**config.mk**
```make
export PLATFORM = sky130hd
export DESIGN_NAME = ifid_buffer
export DESIGN_NICKNAME = d
export VERILOG_FILES = /design/src/rtl/ifid_buffer.sv
export SDC_FILE = /design/constraint.sdc
export NUM_CORES = 1
export LEC_CHECK = 0
export CAP_MARGIN = 5
export CORE_UTILIZATION = 42
export CTS_BUF_LIST = sky130_fd_sc_hd__clkbuf_4
export CTS_CLUSTER_DIAMETER = 50
export CTS_CLUSTER_SIZE = 20
export DETAILED_ROUTE_END_ITERATION = 10
export PLACE_DENSITY_LB_ADDON = 0.3
export SYNTH_ARGS = -nofsm -noshare
export SYNTH_HDL_FRONTEND = slang
export SYNTH_SLANG_ARGS = --single-unit
export TNS_END_PERCENT = 30
```
**constraint.sdc**
```tcl
create_clock -name clk -period 11.3 [get_ports clk]
set_input_delay 2.26 -clock clk [delete_from_list [all_inputs] [get_ports clk]]
set_output_delay 2.26 -clock clk [all_outputs]
set_load 0.1 [all_outputs]
```
**src/rtl/ifid_buffer.sv**
```systemverilog
// Two-entry in-order instruction buffer between fetch and decode.
// Splits the head instruction into opcode/rd/rs/imm fields for the decoder and sign extender.
module ifid_buffer #(
   parameter int INSTR_WIDTH = 16,
   parameter int PC_WIDTH    = 16,
   parameter int IMM_WIDTH   = 4,
   parameter int DEPTH       = 2
) (
   input  logic                       clk,
   input  logic                       reset,
   input  logic                       in_valid,
   input  logic [INSTR_WIDTH-1:0]     in_instr,
   input  logic [PC_WIDTH-1:0]        in_pc,
   output logic                       in_ready,
   output logic                       out_valid,
   input  logic                       out_ready,
   output logic [3:0]                 out_opcode,
   output logic [3:0]                 out_rd,
   output logic [3:0]                 out_rs,
   output logic [IMM_WIDTH-1:0]       out_imm,
   output logic [PC_WIDTH-1:0]        out_pc,
   input  logic                       flush,
   output logic [$clog2(DEPTH):0]     count
);

   localparam int PTR_W = $clog2(DEPTH);
   localparam int CNT_W = PTR_W + 1;
   localparam logic [CNT_W-1:0] FULL_CNT = CNT_W'(DEPTH);

   logic [PTR_W-1:0]       rd_ptr_q, rd_ptr_d;
   logic [PTR_W-1:0]       wr_ptr_q, wr_ptr_d;
   logic [CNT_W-1:0]       count_q, count_d;
   logic                   push;
   logic                   pop;
   logic                   head_valid;
   logic [INSTR_WIDTH-1:0] head_instr;
   logic [PC_WIDTH-1:0]    head_pc;
   logic [INSTR_WIDTH-1:0] entry_instr [DEPTH];
   logic [PC_WIDTH-1:0]    entry_pc    [DEPTH];

   // Handshake flags depend on registered state only; out_ready never reaches in_ready.
   assign in_ready   = reset && (count_q < FULL_CNT);
   assign head_valid = reset && (count_q != '0);
   assign push       = in_valid && in_ready;
   assign pop        = head_valid && out_ready;

   always_comb begin
      rd_ptr_d = rd_ptr_q;
      wr_ptr_d = wr_ptr_q;
      count_d  = count_q;
      if (flush) begin
         rd_ptr_d = '0;
         wr_ptr_d = '0;
         count_d  = '0;
      end else begin
         if (push) begin
            wr_ptr_d = wr_ptr_q + PTR_W'(1);
         end
         if (pop) begin
            rd_ptr_d = rd_ptr_q + PTR_W'(1);
         end
         case ({push, pop})
            2'b10:   count_d = count_q + CNT_W'(1);
            2'b01:   count_d = count_q - CNT_W'(1);
            default: count_d = count_q;
         endcase
      end
   end

   always_ff @(posedge clk) begin
      if (!reset) begin
         rd_ptr_q <= '0;
         wr_ptr_q <= '0;
         count_q  <= '0;
      end else begin
         rd_ptr_q <= rd_ptr_d;
         wr_ptr_q <= wr_ptr_d;
         count_q  <= count_d;
      end
   end

   // Entry storage is not reset; occupancy alone decides what is visible.
   genvar gi;
   generate
      for (gi = 0; gi < DEPTH; gi++) begin : g_entry
         logic                   wr_en;
         logic [INSTR_WIDTH-1:0] instr_q;
         logic [PC_WIDTH-1:0]    pc_q;

         assign wr_en = push && !flush && (wr_ptr_q == PTR_W'(gi));

         always_ff @(posedge clk) begin
            if (wr_en) begin
               instr_q <= in_instr;
               pc_q    <= in_pc;
            end
         end

         assign entry_instr[gi] = instr_q;
         assign entry_pc[gi]    = pc_q;
      end
   endgenerate

   assign head_instr = entry_instr[rd_ptr_q];
   assign head_pc    = entry_pc[rd_ptr_q];

   assign out_valid  = head_valid;
   assign out_opcode = head_valid ? head_instr[INSTR_WIDTH-1 -: 4] : '0;
   assign out_rd     = head_valid ? head_instr[INSTR_WIDTH-5 -: 4] : '0;
   assign out_rs     = head_valid ? head_instr[INSTR_WIDTH-9 -: 4] : '0;
   assign out_imm    = head_valid ? head_instr[IMM_WIDTH-1:0]     : '0;
   assign out_pc     = head_valid ? head_pc                       : '0;
   assign count      = count_q;

endmodule

```
==> run summary, run 1 <==
Syn nets: 198
Setup Skew: 0.0133 ns
Final #Nets: 277
DIE HEIGHT: 81.0 µm
# hold bufs at CTS: 0
# rows: 28
Busiest grt layer: met2
Post-synthesis sequential area ratio: 0.764
Reg power frac: 0.616
P_int: 0.353 mW
Final setup viols: 0
MaxCap Viol Count: 0
Synth Area in Adders: 0.00478
Ys Warns: 0
Commonest non-fill, non-tap cell in the layout: clkdlybuf4s50_1
Period minus WS final: 6.67 ns
M1 GR Usage: 0.166
Ant diodes: 0
CP startpoint kind: input pin
FF+latch count, synth: 68
Static Leak: 1.13 nW
Peak supply drop: 0.0713 mV
R2R Setup Slk: 9.29 ns
Kind of critical path: in -> out
Hold Path Class: reg -> reg
Final Hold Fails: 0
Post-synth EDFFs: 64
Worst path required time: 9.04 ns
Post-synthesis xor/xnor area fraction: 0.0134
Die Wd: 81.0 µm
Fraction of registers with async set/reset: 0
Post-Synth Simple-Gate Area: 0.0702
Net Switching: 0.105 mW
Clock-pin slew on the worst setup and hold paths: 0.09 ns
Count of pins over their slew limit: 0
Post-synth top area cell: edfxtp_1
Core Area: 5960 µm²
Area contributors post-synth: edfxtp_1 73%, mux2i_1 12%, nor2_1 5.0%
Port Buffers: 72
Clock buffer depth: 2
TritonRoute pass-1 iters: 4
Unrepaired setup endpoints after global routing: no
Worst Setup SP: reset
Largest net degree at the start of global routing: 34
CTS tree: yes
R2R Path End: count[1]
Dpl hpwl: 2930 µm
F_max: 150 MHz
Routed WL per cell: 14.2 µm
Post CTS Setup Buffer Count: 0
Vias in the first global route: 1548
Number of clock sinks: 68
Commonest non-fill, non-tap cells in the layout: 72 x clkdlybuf4s50_1, 64 x edfxtp_1, 35 x nor2_1
Net Sw Frac: 0.230
PD cells: 130 nW/µm²
Iteration-0 DRC count of the detailed router: 42
Main combinational cell family by area after synthesis: multiplexers
Yosys cell types: 20
Worst-margin pin slew: 1.02 ns
Post-CTS resize count: 0
Area of the die: 6560 µm²
Gr usage total: 0.153
Num CTS Buffers: 9
Post-synthesis mux area share: 0.122
Post-Syn Area: 2620 µm²
GP Congestion: 0.745
Initial antenna violation count: 0
Fin crit share: 0.590
Detailed-route DRC error count: 0
Initial Utilization: 0.440
Area share of the largest cell type after synthesis: 0.734
Compound-cell area share of the yosys netlist: 0.00764
Clk Latency, worst-skew pair: 0.37 ns
Vias/cell: 4.73
Clk pwr share: 0.282
Syn-to-layout area delta: 35.0%
IO Pins: 73
Synth Instances: 160
Final instance area: 3540 µm²
Critical-path maximum fanout: 33
Grt ovf: 0
Share of cells above drive strength 1: 0.0861
Root Driver: clkbuf_4
CTS HTree Levels: 3
R2R depth: 7
WHS Path Cells: 2
Comb power frac: 0.102
First-pass GRT wire length: 7130 µm
Final wirelength: 4530 µm
Met3 layer usage reported by global route: 0.0517
Met2 usage: 0.262
Worst R2R Start: count[1]
Outcome: completed
Final ANT Viol Nets: 0
Worst setup path end: out_pc[9]
Setup_tns: 0 ns
Setup crit end kind: primary output
Placed Area: 3420 µm²
Ys flop type: edfxtp_1
Avg Cell Area, Syn: 16.4 µm²
Slew HR: 0.318
Vias: 1508
Fill cells: 496
Crit path DAT: 4.41 ns
==> worst min path at each step <==
stage              from  endpoint  slack, ns
3_5_place_dp   wr_ptr_q  wr_ptr_q       0.57
6_report       wr_ptr_q  wr_ptr_q       0.58
5_1_grt        wr_ptr_q  wr_ptr_q       0.62
2_1_floorplan  wr_ptr_q  wr_ptr_q       0.50
3_3_place_gp   wr_ptr_q  wr_ptr_q       0.55
4_1_cts        wr_ptr_q  wr_ptr_q       0.58
==> kinds of logic after synthesis <==
group / Yosys count
AND/OR/NAND/NOR: 43
multiplexers: 32
buffers and inverters: 8
XOR/XNOR: 4
adder cells (fa/ha/maj): 1
flip-flops: 68
AO/OA/AOI/OAI: 4
==> registers in the layout (all words and copies together) (netlist names) <==
name / flops
count: 2
g_entry.instr_q: 32
g_entry.pc_q: 32
wr_ptr_q: 1
rd_ptr_q: 1
==> cell type report <==
class	instances	area [µm²]	area share
Inverter	1	3.75	0.00106
Clock buffer	13	97.6	0.0276
Clock inverter	3	13.8	0.00389
Timing Repair Buffer	75	743	0.210
Multi-Input combinational cell	84	581	0.164
Tap cell	75	93.8	0.0265
Sequential cell	68	2000	0.567
==> worst max-delay path, cell delays in order <==
cell	delay, ns
clkdlybuf4s50_1	0.52
o21ai_2	0.07
buf_4	0.24
nor2_1	0.16
clkdlybuf4s50_1	1.15
==> layer usage <==
| layer | share of wire | wire length [µm] |
|---|---|---|
| met1 | 0.41 | 1840 |
| met3 | 0.063 | 285 |
| met4 | 0.010 | 46 |
| met2 | 0.52 | 2350 |
| met5 | 0 | 0 |
==> Yosys cell counts (all sizes together), types with 2 or more instances <==
cell     n
dfxtp    4
nor2    35
buf      7
xor2     2
edfxtp  64
mux2i   32
o21ai    3
xnor2    2
nor2b    2
==> power groups by stage <==
stage | registers, mW | logic, mW | clock network, mW
6_report | 0.283 | 0.0467 | 0.129
5_1_grt | 0.283 | 0.0494 | 0.145
4_1_cts | 0.283 | 0.0472 | 0.134
3_5_place_dp | 0.289 | 0.0471 | 0
3_3_place_gp | 0.288 | 0.0462 | 0
2_1_floorplan | 0.289 | 0.0252 | 0
==> metrics by stage <==
stage	power (mW)	util	cells	worst slack, ns	hold WS [ns]
after floorplan	0.314	-	160	5.16	0.499
final	0.459	0.594	319	4.63	0.581
after global routing	0.477	0.594	319	4.56	0.625
after detailed placement	0.336	0.575	303	4.60	0.566
after CTS	0.464	0.594	319	4.60	0.582
after global placement	0.335	0.575	303	4.63	0.546
(Power assumes the default switching activity.)
==> run 2, diff against run 1 <==
Clock period 11.3 ns to 6.2 ns, I/O delays scaled along.
==> run summary, run 2 (synthesis results as in run 1) <==
Vias in the first global route: 1557
Iteration-0 DRC count of the detailed router: 50
Largest net degree at the start of global routing: 34
# rows: 28
CTS tree: yes
CP startpoint kind: input pin
Dpl hpwl: 2950 µm
GP Congestion: 0.745
Worst path required time: 4.96 ns
Grt ovf: 0
Initial antenna violation count: 0
# hold bufs at CTS: 0
Hold Path Class: reg -> reg
Clock buffer depth: 2
Initial Utilization: 0.440
Setup crit end kind: primary output
Period minus WS final: 4.64 ns
Critical-path maximum fanout: 33
Syn-to-layout area delta: 34.5%
Vias/cell: 4.85
Clk Latency, worst-skew pair: 0.39 ns
Port Buffers: 72
Final setup viols: 0
Count of pins over their slew limit: 0
Setup_tns: 0 ns
Final wirelength: 4540 µm
DP Worst Slack: 1.54 ns
Fin crit share: 0.748
Ant diodes: 0
Outcome: completed
Final WS setup: 1.56 ns
Fill cells: 490
Vias: 1542
Area of the die: 6560 µm²
Post CTS Setup Buffer Count: 0
Routed WL per cell: 14.3 µm
Final Hold Fails: 0
Die Wd: 81.0 µm
Commonest non-fill, non-tap cell in the layout: clkdlybuf4s50_1
Peak supply drop: 0.125 mV
Static Leak: 1.12 nW
PD cells: 233 nW/µm²
Final #Nets: 277
DIE HEIGHT: 81.0 µm
Final ANT Viol Nets: 0
F_max: 216 MHz
Number of clock sinks: 68
CTS HTree Levels: 3
Gr usage total: 0.151
WHS: 0.580 ns
First-pass GRT wire length: 7040 µm
Slew HR: 0.315
Detailed-route DRC error count: 0
Final Non-Filler Cells: 318
Unrepaired setup endpoints after global routing: no
Core Area: 5960 µm²
Post-CTS resize count: 0
Share of cells above drive strength 1: 0.0782
Num CTS Buffers: 9
Crit path DAT: 3.40 ns
Placed insts: 303
Root Driver: clkbuf_4
Clock-pin slew on the worst setup and hold paths: 0.09 ns
TritonRoute pass-1 iters: 2
Setup Skew: 0.0115 ns
Kind of critical path: in -> out
Util after Layout: 0.592
MaxCap Viol Count: 0
Commonest non-fill, non-tap cells in the layout: 72 x clkdlybuf4s50_1, 64 x edfxtp_1, 35 x nor2_1
IO Pins: 73
Worst-margin pin slew: 1.03 ns
[run 2: final timing paths]
path                                from         to  slack, ns  cells past startpoint
worst max-delay path               reset  out_pc[7]       1.56                      5
worst min-delay path            count[1]   count[1]       0.58                      2
worst max register to register  count[1]   count[1]       4.19                      7
worst min register to register  count[1]   count[1]       0.58                      2
[run 2: stage by stage]
stage	cell area, µm²	total power [mW]
floorplan	2620	0.573
global placement	3420	0.610
detailed placement	3420	0.611
CTS	3520	0.833
global route	3520	0.854
finish	3520	0.822
[run 2: report_power, final]
| group | internal [mW] | switching (mW) |
|---|---|---|
| Combinational | 0.0343 | 0.0507 |
| Sequential | 0.511 | 0.00405 |
| Clock | 0.0857 | 0.136 |
| Total | 0.631 | 0.191 |
[run 2: per-layer routing]
layer  vias to the layer above  track usage  share of wire
li1                        742            -              -
met4                         0       0.0964          0.027
met5                         -            0              0
met1                       737        0.161           0.39
met2                        50        0.260           0.51
met3                        13       0.0461          0.067
[run 2: worst max-delay path: stages]
cell and delay, ns:
clkdlybuf4s50_1 0.52, o21ai_2 0.07, buf_4 0.25, nor2_1 0.16, clkdlybuf4s50_1 1.16
[run 2: area by class of cell]
type	instances	area (µm²)	area share
sequential	68	2000	0.568
clock buffer	11	82.6	0.0234
inverter	1	3.75	0.00106
timing repair buffer	75	743	0.211
clock inverter	4	17.5	0.00497
tap	75	93.8	0.0266
multi-input combinational	84	581	0.165
